==> src/rtl/tt_coin_input_conditioner_pkg.sv <==
// Shared definitions for the vending-machine front end and core:
// channel count, switch bit ordering {P,R,N,D} and default debounce length.
package tt_maquina_pkg;

   localparam int unsigned N_CH                = 4;
   localparam int unsigned DEBOUNCE_CYCLES_DEF = 16;

   // Bit position of each coin/command switch in sw_raw; D has top priority.
   typedef enum int unsigned {
      CH_D = 0,
      CH_N = 1,
      CH_R = 2,
      CH_P = 3
   } ch_idx_e;

endpackage

==> src/rtl/tt_coin_input_conditioner_if.sv <==
// Switch bus between the board/wrapper (master) and the input conditioner (slave).
interface tt_coin_input_conditioner_if #(
   parameter int unsigned N_CH = tt_maquina_pkg::N_CH
);

   logic [N_CH-1:0] sw_raw;
   logic [N_CH-1:0] sw_level;
   logic [N_CH-1:0] sw_pulse;
   logic [N_CH-1:0] pend;

   modport master (
      output sw_raw,
      input  sw_level,
      input  sw_pulse,
      input  pend
   );

   modport slave (
      input  sw_raw,
      output sw_level,
      output sw_pulse,
      output pend
   );

endinterface

==> src/rtl/tt_coin_input_conditioner_debounce.sv <==
// One switch channel: 2-FF synchroniser, debounce counter, stable level and
// a rise strobe asserted on the edge where the stable level goes 0->1.
module tt_debounce_ch #(
   parameter int unsigned DEBOUNCE_CYCLES = tt_maquina_pkg::DEBOUNCE_CYCLES_DEF,
   parameter int unsigned CNT_W           = $clog2(DEBOUNCE_CYCLES)
) (
   input  logic clk,
   input  logic rst_n,
   input  logic ena,
   input  logic raw_i,
   output logic level_o,
   output logic rise_o
);

   import tt_maquina_pkg::*;

   localparam logic [CNT_W-1:0] CNT_MAX = CNT_W'(DEBOUNCE_CYCLES - 1);

   logic             sync1_q;
   logic             sync2_q;
   logic             stable_q;
   logic             stable_d;
   logic [CNT_W-1:0] cnt_q;
   logic [CNT_W-1:0] cnt_d;
   logic             rise;

   // Any single cycle of agreement restarts the count, so glitches never win.
   always_comb begin
      cnt_d    = cnt_q;
      stable_d = stable_q;
      rise     = 1'b0;
      if (ena) begin
         if (sync2_q == stable_q) begin
            cnt_d = '0;
         end else if (cnt_q != CNT_MAX) begin
            cnt_d = cnt_q + CNT_W'(1);
         end else begin
            stable_d = sync2_q;
            cnt_d    = '0;
            rise     = sync2_q;
         end
      end
   end

   always_ff @(posedge clk or negedge rst_n) begin
      if (!rst_n) begin
         sync1_q  <= 1'b0;
         sync2_q  <= 1'b0;
         stable_q <= 1'b0;
         cnt_q    <= '0;
      end else begin
         sync1_q  <= raw_i;
         sync2_q  <= sync1_q;
         stable_q <= stable_d;
         cnt_q    <= cnt_d;
      end
   end

   assign level_o = stable_q;
   assign rise_o  = rise;

endmodule

==> src/rtl/tt_coin_input_conditioner.sv <==
// Coin/command input front end: per-channel debounce, then a fixed-priority
// arbiter that issues at most one single-cycle press event per clock.
module tt_coin_input_conditioner #(
   parameter int unsigned N_CH            = tt_maquina_pkg::N_CH,
   parameter int unsigned DEBOUNCE_CYCLES = tt_maquina_pkg::DEBOUNCE_CYCLES_DEF,
   parameter int unsigned CNT_W           = $clog2(DEBOUNCE_CYCLES)
) (
   input  logic                        clk,
   input  logic                        rst_n,
   input  logic                        ena,
   tt_coin_input_conditioner_if.slave  bus
);

   import tt_maquina_pkg::*;

   logic [N_CH-1:0] level;
   logic [N_CH-1:0] rise;
   logic [N_CH-1:0] grant;
   logic [N_CH-1:0] pend_q;
   logic [N_CH-1:0] pend_d;
   logic [N_CH-1:0] pulse_q;
   logic [N_CH-1:0] pulse_d;

   for (genvar g = 0; g < N_CH; g++) begin : g_ch
      tt_debounce_ch #(
         .DEBOUNCE_CYCLES (DEBOUNCE_CYCLES),
         .CNT_W           (CNT_W)
      ) u_ch (
         .clk     (clk),
         .rst_n   (rst_n),
         .ena     (ena),
         .raw_i   (bus.sw_raw[g]),
         .level_o (level[g]),
         .rise_o  (rise[g])
      );
   end

   // Lowest index wins; a same-edge rise on the granted channel re-arms its request.
   always_comb begin
      logic found;
      grant = '0;
      found = 1'b0;
      if (ena) begin
         for (int unsigned i = 0; i < N_CH; i++) begin
            if (pend_q[i] && !found) begin
               grant[i] = 1'b1;
               found    = 1'b1;
            end
         end
      end
      pulse_d = grant;
      pend_d  = (pend_q & ~grant) | rise;
   end

   always_ff @(posedge clk or negedge rst_n) begin
      if (!rst_n) begin
         pend_q  <= '0;
         pulse_q <= '0;
      end else begin
         pend_q  <= pend_d;
         pulse_q <= pulse_d;
      end
   end

   assign bus.sw_level = level;
   assign bus.sw_pulse = pulse_q;
   assign bus.pend     = pend_q;

endmodule

==> src/flat_wrapper.sv <==
// flat-port wrapper written by rule: the top's interface ports become plain ports
module tt_coin_input_conditioner_flat import tt_maquina_pkg::*;
#(
   parameter int unsigned N_CH            = tt_maquina_pkg::N_CH,
   parameter int unsigned DEBOUNCE_CYCLES = tt_maquina_pkg::DEBOUNCE_CYCLES_DEF,
   parameter int unsigned CNT_W           = $clog2(DEBOUNCE_CYCLES)
)
  (clk, rst_n, ena, bus_sw_raw, bus_sw_level, bus_sw_pulse, bus_pend);
  tt_coin_input_conditioner_if #(.N_CH(N_CH)) bus_i ();
  input  logic clk;
  input  logic rst_n;
  input  logic ena;
  input wire logic [$bits(bus_i.sw_raw)-1:0] bus_sw_raw;
  output wire logic [$bits(bus_i.sw_level)-1:0] bus_sw_level;
  output wire logic [$bits(bus_i.sw_pulse)-1:0] bus_sw_pulse;
  output wire logic [$bits(bus_i.pend)-1:0] bus_pend;
  assign bus_i.sw_raw = bus_sw_raw;
  assign bus_sw_level = bus_i.sw_level;
  assign bus_sw_pulse = bus_i.sw_pulse;
  assign bus_pend = bus_i.pend;
  tt_coin_input_conditioner #(.N_CH(N_CH), .DEBOUNCE_CYCLES(DEBOUNCE_CYCLES), .CNT_W(CNT_W)) u_core (.clk(clk), .rst_n(rst_n), .ena(ena), .bus(bus_i));
endmodule
==> config.mk <==
export PLATFORM = sky130hd
export DESIGN_NAME = tt_coin_input_conditioner_flat
export DESIGN_NICKNAME = d
export VERILOG_FILES = /design/src/rtl/tt_coin_input_conditioner_pkg.sv /design/src/rtl/tt_coin_input_conditioner_if.sv /design/src/rtl/tt_coin_input_conditioner_debounce.sv /design/src/rtl/tt_coin_input_conditioner.sv /design/src/flat_wrapper.sv
export SDC_FILE = /design/constraint.sdc
export NUM_CORES = 1
export LEC_CHECK = 0
export BUFFER_PORTS_ARGS = -buffer_cell sky130_fd_sc_hd__buf_2
export CORE_MARGIN = 5
export CORE_UTILIZATION = 40
export DETAILED_ROUTE_END_ITERATION = 12
export MAX_ROUTING_LAYER = met4
export SLEW_MARGIN = 0
export SYNTH_ARGS = -nofsm -noshare
export SYNTH_HDL_FRONTEND = slang
export SYNTH_SLANG_ARGS = --single-unit
==> constraint.sdc <==
create_clock -name clk -period 1.8 [get_ports clk]
set_input_delay 0.36 -clock clk [delete_from_list [all_inputs] [get_ports clk]]
set_output_delay 0.36 -clock clk [all_outputs]
set_load 0.01 [all_outputs]
After elaboration in Yosys (flattened, before gate mapping)
Cells that the tools add are included.
- bits in registers: 36
- bits in latches: 0
- bits in writable memories: 0
- memory bits (read-only): 0
- input bits: 7
- memories kept: 0
- add/sub/neg operators: 4
- multipliers: 0
- divide/modulo/power cells: 0
- magnitude comparators: 0
- eq/ne operators: 8
- shift-type cells: 0
- muxes and demuxes: 30
- bitwise logic cells: 11
- reduce and logical (&&, ||, !) cells: 10
- operator list (kind ; number):
    $mux W4 ; 9
    $mux W1 ; 21
    $add A4 B1 Y4 const B ; 4
    $ne A4 B4 Y1 const B ; 4
    $reduce_and A3 Y1 ; 4
    $not A1 Y1 ; 8
    $and A4 B4 Y4 ; 1
    $eq A1 B1 Y1 ; 4
    $not A4 Y4 ; 1
    $or A4 B4 Y4 ; 1
    $logic_and A1 B1 Y1 ; 3
    $logic_not A1 Y1 ; 3

Longest topological paths before layout
Gate-level depths: netlist of run 1.
- word-level depth: 17
- gate-level depth with buffers: 4
- depth with buffers taken out: 4

Hierarchy
Synthesis of run 1 repeated with hierarchy kept, for this count alone.
- cells, all modules: 137
- area total of the unflattened synthesis: 1601.5 µm²
- by module, submodules not included (module ; instances ; cells each ; area an instance (µm²) ; seq. area each (µm²)):
    tt_debounce_ch at u_core.g_ch[0].u_ch ... ; 3 ; 28 ; 322.8 ; 175.2
    tt_debounce_ch at u_core.g_ch[1].u_ch ; 1 ; 30 ; 336.6 ; 175.2
    tt_coin_input_conditioner ; 1 ; 23 ; 296.5 ; 200.2

Least setup slack after synthesis of run 1
Ideal clock, no wire load.
- path kind: reg-to-reg
- from: reg u_core.g_ch[0].u_ch.cnt_q[0]
- to: reg u_core.g_ch[0].u_ch.stable_q
- arrival: 1.225 ns
- data required time: 1.675 ns
- setup slack: 0.450 ns
- cell stages (with the launch flop): 5
- buffers on the path: 0
- clock period less this slack: 1.350 ns
- cells stage by stage: dfrtp_1 > ha_1 > and3_1 > nand2_1 > mux2_2
- word-level cells in the longest chain between the ends: 3
- RTL lines (what ; RTL line ; text):
    start, declared ; tt_coin_input_conditioner_debounce.sv:23 ; logic [CNT_W-1:0] cnt_q;
    start signal, assigned ; tt_coin_input_conditioner_debounce.sv:55 ; cnt_q <= cnt_d;
    $ne A4 B4 Y1 ; tt_coin_input_conditioner_debounce.sv:35 ; end else if (cnt_q != CNT_MAX) begin
    $not A1 Y1 (no source line) ; -- ;
    $reduce_and A3 Y1 (no source line) ; -- ;
    end signal, assigned ; tt_coin_input_conditioner_debounce.sv:54 ; stable_q <= stable_d;
    end, declared ; tt_coin_input_conditioner_debounce.sv:21 ; logic stable_q;
No other way between the ends.
A chain may end at the register's enable or synchronous reset.

Final worst setup path of run 1
Ends and elaborated chain as after synthesis.

==> run_results.csv, run 1 <==
group,metric,value,unit
critical_path,crit_path_end_kind,"register",
clock_tree,cts_buffers,5,
clock_tree,post-cts-setup-buffers,0,
logic_synthesis,yosys_most_used_dff,"dfrtp_1",
cells_and_area,mostFrequentLayoutCells,"dfrtp_1, buf_2, inv_1, nand3_1",
critical_path,worstPathArrival,1.61,ns
global_route,antenna_found_initial,0,
place,gp_congestion,0.742,
global_route,grt-ovfl-total,0,
critical_path,cp_top_family,"flip-flops",
sta,fin_crit,1.44,ns
logic_synthesis,yosys.area.top_type,"dfrtp_1",
logic_synthesis,synth-edff-count,0,
sta,tns,0,ns
detailed_routing,drtPass1Iterations,4,
global_route,grt_pass1_wl,5020,um
detailed_routing,drc_errors,0,
sta,hold_violations,0,
detailed_routing,via_per_inst,5.21,
clock_tree,tritoncts,"done",
logic_synthesis,yosysSeqAreaShare,0.557,
global_route,grt_pass1_vias,1144,
critical_path,path_max_fanout,5,
sta,setup_viol_count_final,0,
logic_synthesis,synthTopCellsByArea,"dfrtp_1, nand3_1, ha_1",
detailed_routing,wirelength,2820,um
clock_tree,worstSkewPairLatency,0.28,ns
clock_tree,hold_buffers,0,
clock_tree,cts_max_level,2,
status,outcome,"finished clean",
sta,finalCritPeriodShare,0.803,
detailed_routing,vias,1126,
critical_path,cp_num_buf_inv,0,
critical_path,crit_type,"reg -> reg",
critical_path,crit_chain,"ha_1, and3_1, nand2_1, mux2_2",
sta,slew_violations,0,
sta,finalClockSkew,0.00384,ns
pwr,ir_drop,653,uV
hold_path,hold_class,"in -> async",
floorplanning,fp.dieArea,0.00541,mm2
logic_synthesis,avgSynthCellArea,11.1,um2
clock_tree,cts_resized,0,
detailed_routing,wire_per_inst,13.1,um
floorplanning,row_count,23,
floorplanning,io_pins,19,
logic_synthesis,synth_warnings,0,
sta,tightest_slew,0.445,ns
pwr,leakagePower,0.924,nW
cells_and_area,diodes,0,
cells_and_area,drive_gt1_frac,0.211,
critical_path,start_kind,"register",
critical_path,cp_slowest_cell,"dfrtp_1",
sta,hold_slack,0.108,ns
floorplanning,core-area,0.00397,mm2
global_route,grt.total_usage,0.123,
job,drv_cap,0,
logic_synthesis,yosys.area.top_type_share,0.557,
critical_path,cp_data_required_time,1.97,ns
logic_synthesis,yosys_register_bits,36,
logic_synthesis,synth_fp_nets,157,
place,port_buffers,18,
pwr,power.total,0.00181,W
cells_and_area,area_growth,14.9,%
cells_and_area,layout_commonest_cell,"dfrtp_1",
logic_synthesis,netlist_area,0.00162,mm2
logic_synthesis,netlist_instances,146,
sta,max_freq,692,MHz
detailed_routing,drt_iter0_drc,40,
cells_and_area,fin_util,0.468,
logic_synthesis,ys_types,36,
critical_path,cpPeakStageDelay,0.43,ns
clock_tree,clk_pin_slew,0.07,ns
floorplanning,start_util,0.407,
floorplanning,dieWidth,73.6,um
pwr,powerDensity,977,mW/mm2
clock_tree,clockBufferDepth,2,
logic_synthesis,synthArstFlopShare,1.00,
global_route,grt_max_degree,37,
sta,rsz0062_at_grt,"no",
clock_tree,clock-root-buffer,"clkbuf_8",
cells_and_area,nets,176,
place,hpwl,1970,um
sta,slew_headroom,0.703,
clock_tree,cts.sinks,36,
floorplanning,die_height,73.6,um
detailed_routing,antenna_left,0,
[cell type report]
| type | count | area, um2 |
|---|---|---|
| Sequential cell | 36 | 901 |
| Fill cell | 373 | 2110 |
| Clock inverter | 1 | 30.0 |
| Tap cell | 50 | 62.6 |
| Clock buffer | 7 | 96.3 |
| Multi-Input combinational cell | 89 | 614 |
| Inverter | 13 | 48.8 |
| Timing Repair Buffer | 20 | 105 |
[registers in the layout, indices dropped and copies added (netlist names), named ones only]
name	cells
u_core.bus.sw_pulse	4
u_core.bus.pend	3
u_core.g_ch.u_ch.sync1_q	4
u_core.g_ch.u_ch.level_o	4
u_core.g_ch.u_ch.cnt_q	16
u_core.g_ch.u_ch.sync2_q	4
[layer usage]
layer | wire length (um) | GRT usage | vias to the layer above | part of all wire
met1 | 1350 | 0.156 | 551 | 0.48
met2 | 1300 | 0.186 | 24 | 0.46
met4 | 20 | 0.0483 | 0 | 0.0071
met5 | 0 | - | - | 0
li1 | - | - | 549 | -
met3 | 150 | 0.0342 | 2 | 0.053
[logic make-up (layout without fill, tap and decap cells)]
logic type | Yosys count | in the layout | synth area share
AND/OR/NAND/NOR | 44 | 44 | 0.157
flip-flops | 36 | 36 | 0.557
AO/OA/AOI/OAI | 30 | 30 | 0.120
buffers and inverters | 21 | 41 | 0.0627
multiplexers | 6 | 6 | 0.0402
XOR/XNOR | 5 | 5 | 0.0317
adder cells (fa/ha/maj) | 4 | 4 | 0.0310
[worst register-to-register path, stage by stage, from the launching register on]
cell and delay, ns:
dfrtp_1 0.43, ha_1 0.26, and3_1 0.23, nand2_1 0.08, mux2_2 0.33
[worst paths after layout]
kind	from	endpoint	slack, ns	depth (start not counted)
worst max-delay path	u_core.g_ch[0].u_ch.cnt_q[0]$_DFFE_PN0P_	u_core.g_ch[0].u_ch.level_o$_DFFE_PN0P_	0.36	4
worst min-delay path	rst_n	u_core.bus.sw_pulse[0]$_DFF_PN0_	0.11	2
worst max register to register	u_core.g_ch[0].u_ch.cnt_q[0]$_DFFE_PN0P_	u_core.g_ch[0].u_ch.level_o$_DFFE_PN0P_	0.36	4
worst min register to register	u_core.g_ch[2].u_ch.sync1_q$_DFF_PN0_	u_core.g_ch[2].u_ch.sync2_q$_DFF_PN0_	0.36	0
max in group asynchronous	rst_n	u_core.g_ch[1].u_ch.cnt_q[3]$_DFFE_PN0P_	1.37	2
min in group clk	bus_sw_raw[2]	u_core.g_ch[2].u_ch.sync1_q$_DFF_PN0_	0.18	1
[synth_stat cells, types with 4 or more instances]
library cell / count
dfrtp_1: 36
inv_1: 13
nand3_1: 13
nand2_1: 10
o21ai_0: 10
a21oi_1: 6
buf_4: 5
nand4_1: 5
ha_1: 4
[through the flow]
stage | cell area [um2] | setup WS, ns | instances
after CTS | 1860 | 0.348 | 216
after global placement | 1730 | 0.349 | 208
after global routing | 1860 | 0.284 | 216
after detailed placement | 1730 | 0.316 | 208
final | 1860 | 0.355 | 216
after floorplan | 1620 | 0.450 | 146
[power breakdown]
part           internal, W  switching (W)  leakage, nW  total [W]
sequential        0.000856      0.0000522        0.475   0.000908
combinational    0.0000615      0.0000831        0.385   0.000145
clock             0.000489       0.000274       0.0645   0.000762
Power figures use the tool's default switching activity.
==> run 2, diff against run 1 <==
==> constraint.sdc (replaced) <==
create_clock -name clk -period 1.2 [get_ports clk]
set_input_delay 0.24 -clock clk [delete_from_list [all_inputs] [get_ports clk]]
set_output_delay 0.24 -clock clk [all_outputs]
set_load 0.01 [all_outputs]
==> run_results.csv, run 2 (synthesis gave the netlist of run 1 again) <==
group,metric,value,unit
global_route,antenna_found_initial,0,
sta,hold_violations,0,
sta,rsz0062_at_grt,"yes",
floorplanning,row_count,23,
global_route,grt_max_degree,37,
pwr,leakagePower,1.03,nW
critical_path,start_kind,"register",
sta,slew_headroom,0.751,
detailed_routing,wire_per_inst,13.9,um
clock_tree,cts_buffers,5,
critical_path,cp_data_required_time,1.37,ns
sta,tightest_slew,0.374,ns
floorplanning,start_util,0.407,
cells_and_area,layout_commonest_cell,"dfrtp_1",
cells_and_area,drive_gt1_frac,0.344,
clock_tree,worstSkewPairLatency,0.28,ns
critical_path,r2r_slack,0.01,ns
sta,setup_viol_count_final,0,
place,dp_cells,227,
critical_path,cp_slowest_cell,"dfrtp_1",
global_route,grt.total_usage,0.141,
detailed_routing,vias,1254,
sta,fin_crit,1.19,ns
detailed_routing,drt_iter0_drc,107,
sta,worst_slack,0.0113,ns
floorplanning,fp.dieArea,0.00541,mm2
pwr,powerDensity,1250,mW/mm2
hold_path,hold_class,"in -> reg",
clock_tree,tritoncts,"done",
global_route,grt_pass1_wl,5590,um
clock_tree,clock-root-buffer,"clkbuf_8",
critical_path,cpPeakStageDelay,0.38,ns
cells_and_area,final_cells,236,
clock_tree,clockBufferDepth,2,
hold_path,worstHoldPathCells,1,
detailed_routing,via_per_inst,5.31,
pwr,ir_drop,719,uV
hold_path,min_to,"u_core.g_ch[1].u_ch.sync1_q$_DFF_PN0_",
global_route,grt-ovfl-total,0,
floorplanning,die_height,73.6,um
cells_and_area,area_growth,28.4,%
cells_and_area,diodes,0,
clock_tree,clk_pin_slew,0.07,ns
critical_path,path_max_fanout,2,
cells_and_area,nets,197,
clock_tree,cts.sinks,36,
detailed_routing,antenna_left,0,
sta,tns,0,ns
floorplanning,io_pins,19,
cells_and_area,largest_reg_flops,16,
floorplanning,core-area,0.00397,mm2
place,dp_slack,-0.000876,ns
job,drv_cap,0,
detailed_routing,wirelength,3290,um
cells_and_area,regMostFlops,"u_core.g_ch.u_ch.cnt_q",
sta,slew_violations,0,
sta,max_freq,841,MHz
critical_path,crit_chain,"ha_2, and3_4, nand2_4, mux2_4",
critical_path,r2r_start,"u_core.g_ch[0].u_ch.cnt_q[1]$_DFFE_PN0P_",
global_route,grt_pass1_vias,1193,
critical_path,crit_type,"reg -> reg",
sta,finalClockSkew,0.00323,ns
detailed_routing,drc_errors,0,
place,port_buffers,18,
clock_tree,cts_max_level,2,
floorplanning,dieWidth,73.6,um
critical_path,rr_endpoint,"u_core.g_ch[0].u_ch.level_o$_DFFE_PN0P_",
cells_and_area,mostFrequentLayoutCells,"dfrtp_1, buf_4, buf_2",
sta,finalCritPeriodShare,0.991,
place,gp_congestion,0.732,
status,outcome,"finished clean",
place,hpwl,2340,um
critical_path,crit_path_end_kind,"register",
detailed_routing,drtPass1Iterations,4,
critical_path,worstPathArrival,1.35,ns
hold_path,min_from,"bus_sw_raw[1]",
critical_path,reg2regPathDepth,4,
==> run 2: cell types whose count changed in the layout (fill, tap and decap cells not counted), moves of 3 or more <==
cell,before,now
ha_2,0,4
buf_4,2,20
ha_1,4,0
buf_6,0,3
==> run 2: critical path, delay by kind of cell, from the launching register on <==
family / cells / cell delay, ns
muxes: 1 / 0.29
and+or+nand+nor: 2 / 0.21
adders and majority gates: 1 / 0.19
DFF: 1 / 0.38
==> run 2: stage by stage <==
stage | area (um2) | total power, W | util | hold WS (ns)
after floorplan | 1630 | 0.00152 | - | -0.0556
after global placement | 1900 | 0.00166 | 0.479 | 0.213
after detailed placement | 1900 | 0.00169 | 0.479 | 0.219
after CTS | 2020 | 0.00262 | 0.510 | 0.0539
after global routing | 2080 | 0.00274 | 0.523 | 0.0522
final | 2080 | 0.00260 | 0.523 | 0.0621
==> run 2: layout make-up <==
| class | count | area (um2) |
|---|---|---|
| fillers | 341 | 1900 |
| clock buffers | 7 | 96.3 |
| inverters | 13 | 48.8 |
| flip-flops and latches | 36 | 903 |
| repair buffers | 41 | 294 |
| multi-input cells | 89 | 671 |
| well taps | 50 | 62.6 |
==> run 2: report_power, final <==
part	internal, W	total, W	leakage, nW	switching [W]
Clock	0.000511	0.000912	0.0503	0.000401
Sequential	0.00128	0.00135	0.472	0.0000628
Combinational	0.000168	0.000336	0.510	0.000168
==> run 2: timing repair <==
| item | in CTS | in global routing |
|---|---|---|
| hold endpoints to repair | 36 | 0 |
| hold buffers | 1 | 0 |
| gates resized for setup | 1 | 11 |
| pin swaps | 4 | 4 |
| endpoints found under the setup margin | 4 | 11 |
| setup buffers | 1 | 0 |
==> run 2: how the worst max path moves through the flow <==
stage,start,end,cells after the start,slack (ns)
final,u_core.g_ch[0].u_ch.cnt_q[1]$_DFFE_PN0P_,u_core.g_ch[0].u_ch.level_o$_DFFE_PN0P_,4,0.01
after floorplan,u_core.g_ch[0].u_ch.cnt_q[0]$_DFFE_PN0P_,u_core.g_ch[0].u_ch.level_o$_DFFE_PN0P_,4,-0.03
after global placement,u_core.g_ch[0].u_ch.cnt_q[1]$_DFFE_PN0P_,u_core.g_ch[0].u_ch.level_o$_DFFE_PN0P_,4,0.03
after global routing,u_core.g_ch[0].u_ch.cnt_q[1]$_DFFE_PN0P_,u_core.g_ch[0].u_ch.level_o$_DFFE_PN0P_,4,-0.02
after detailed placement,u_core.g_ch[3].u_ch.cnt_q[0]$_DFFE_PN0P_,u_core.g_ch[3].u_ch.level_o$_DFFE_PN0P_,3,-0.0009
after CTS,u_core.g_ch[0].u_ch.cnt_q[0]$_DFFE_PN0P_,u_core.g_ch[0].u_ch.level_o$_DFFE_PN0P_,4,-0.008
==> run 2: routing by layer <==
metal  GRT usage  share of wire
met2       0.226           0.53
met5           -              0
met4      0.0543          0.018
met3      0.0410          0.043
met1       0.165           0.40
==> run 3, diff against run 2 <==
--- a/config.mk
+++ b/config.mk
@@ -7,9 +7,10 @@
 export LEC_CHECK = 0
 export BUFFER_PORTS_ARGS = -buffer_cell sky130_fd_sc_hd__buf_2
 export CORE_MARGIN = 5
-export CORE_UTILIZATION = 40
+export CORE_UTILIZATION = 50
 export DETAILED_ROUTE_END_ITERATION = 12
 export MAX_ROUTING_LAYER = met4
+export PLACE_DENSITY = 0.73
 export SLEW_MARGIN = 0
 export SYNTH_ARGS = -nofsm -noshare
 export SYNTH_HDL_FRONTEND = slang
==> constraint.sdc (replaced) <==
create_clock -name clk -period 1 [get_ports clk]
set_input_delay 0.2 -clock clk [delete_from_list [all_inputs] [get_ports clk]]
set_output_delay 0.2 -clock clk [all_outputs]
set_load 0.01 [all_outputs]
==> run_results.csv, run 3 (synthesis gave the netlist of run 1 again) <==
group,metric,value,unit
floorplanning,die_height,66.9,um
detailed_routing,via_per_inst,5.32,
global_route,grt_max_degree,26,
sta,fin_crit,1.20,ns
clock_tree,worstSkewPairLatency,0.35,ns
global_route,grt_pass1_vias,1449,
cells_and_area,regMostFlops,"u_core.g_ch.u_ch.cnt_q",
sta,hold_slack,0.213,ns
detailed_routing,drc_errors,0,
sta,rsz0062_at_grt,"yes",
sta,setup_viol_count_final,34,
pwr,powerDensity,1230,mW/mm2
cells_and_area,mostFrequentLayoutCells,"buf_4, dfrtp_1, buf_6",
detailed_routing,drtPass1Iterations,4,
cells_and_area,drive_gt1_frac,0.516,
floorplanning,dieWidth,66.9,um
sta,finalCritPeriodShare,1.20,
sta,hold_violations,0,
sta,slew_headroom,0.720,
clock_tree,clk_pin_slew,0.11,ns
critical_path,crit_type,"reg -> out",
critical_path,cp_data_required_time,0.80,ns
floorplanning,row_count,20,
global_route,grt.total_usage,0.208,
sta,max_freq,835,MHz
floorplanning,fp.dieArea,0.00447,mm2
critical_path,path_max_fanout,3,
cells_and_area,nets,225,
critical_path,crit_path_end_kind,"output pin",
sta,slew_violations,0,
job,drv_cap,0,
cells_and_area,diodes,0,
pwr,ir_drop,918,uV
cells_and_area,largest_reg_flops,16,
cells_and_area,layout_commonest_cell,"buf_4",
hold_path,hold_class,"in -> reg",
detailed_routing,vias,1378,
sta,worst_slack,-0.198,ns
place,port_buffers,18,
global_route,grt_pass1_wl,6640,um
sta,tightest_slew,0.420,ns
critical_path,start_kind,"register",
floorplanning,core-area,0.00308,mm2
status,outcome,"finished with violations",
critical_path,worstPathArrival,1.00,ns
cells_and_area,area_growth,51.5,%
pwr,power.total,0.00300,W
place,hpwl,2340,um
clock_tree,clockBufferDepth,2,
clock_tree,cts.sinks,36,
detailed_routing,wirelength,3800,um
global_route,grt-ovfl-total,0,
floorplanning,io_pins,19,
pwr,leakagePower,1.19,nW
sta,finalClockSkew,0.00967,ns
detailed_routing,antenna_left,0,
clock_tree,cts_buffers,5,
global_route,antenna_found_initial,0,
detailed_routing,wire_per_inst,14.7,um
clock_tree,cts_max_level,2,
status,violations,"negative setup slack",
clock_tree,tritoncts,"done",
floorplanning,start_util,0.525,
place,gp_congestion,0.768,
detailed_routing,drt_iter0_drc,74,
clock_tree,clock-root-buffer,"clkbuf_4",
run 3: changes by cell type in the layout (fill, tap and decap cells not counted), sizes merged:
| cell | delta |
|---|---|
| buf | +24 |
| clkbuf | +1 |
| dlygate4sd3 | +4 |
run 3: metrics by stage:
stage / instance area, um2 / setup TNS, ns / setup slack (ns) / std cells / utilization
after floorplan: 1660 / -1.04 / -0.235 / 146 / -
after global placement: 2040 / -1.25 / -0.148 / 236 / 0.662
after detailed placement: 2040 / -1.84 / -0.166 / 236 / 0.662
after CTS: 2370 / -3.66 / -0.201 / 256 / 0.769
after global routing: 2450 / -5.55 / -0.241 / 259 / 0.796
final: 2450 / -3.78 / -0.198 / 259 / 0.796
run 3: worst paths after layout:
check / startpoint / end / slack [ns] / cells after the start
setup / recovery: u_core.bus.pend[1]$_DFF_PN0_ / bus_pend[1] / -0.20 / 2
min in group asynchronous: rst_n / u_core.bus.pend[3]$_DFF_PN0_ / 0.29 / 2
hold reg to reg: u_core.g_ch[2].u_ch.sync1_q$_DFF_PN0_ / u_core.g_ch[2].u_ch.sync2_q$_DFF_PN0_ / 0.36 / 0
setup reg to reg: u_core.g_ch[0].u_ch.level_o$_DFFE_PN0P_ / u_core.g_ch[0].u_ch.cnt_q[0]$_DFFE_PN0P_ / -0.18 / 4
max in group asynchronous: rst_n / u_core.g_ch[0].u_ch.cnt_q[0]$_DFFE_PN0P_ / 0.29 / 3
hold / removal: ena / u_core.g_ch[1].u_ch.cnt_q[3]$_DFFE_PN0P_ / 0.21 / 3
run 3: worst max-delay path, cell delays in order (launching register included):
cell and delay, ns:
dfrtp_1 0.41, buf_6 0.13, buf_6 0.11
run 3: layout make-up:
class | instances | area, um2
repair buffers | 69 | 566
flip-flops and latches | 36 | 902
clock buffers | 8 | 58.8
well taps | 44 | 55.1
fillers | 184 | 629
inverters | 13 | 48.8
multi-input cells | 89 | 818
run 3: power by group:
| part | internal [W] | switching [W] | leakage (nW) |
|---|---|---|---|
| Combinational | 0.000298 | 0.000268 | 0.682 |
| Clock | 0.000347 | 0.000465 | 0.0326 |
| Sequential | 0.00154 | 0.0000866 | 0.473 |
run 3: layer usage:
metal,global-route usage,vias to the layer above,part of all wire
li1,-,656,-
met1,0.246,684,0.41
met2,0.339,31,0.53
met3,0.0573,7,0.042
met4,0.0759,0,0.015
met5,-,-,0
run 3: what timing repair did:
| action | in CTS | in global routing |
|---|---|---|
| setup buffers | 11 | 4 |
| setup endpoints to repair | 33 | 39 |
| pin swaps | 16 | 14 |
| endpoints found under the hold margin | 15 | 0 |
| gates resized for setup | 33 | 19 |
| hold buffers | 5 | 0 |
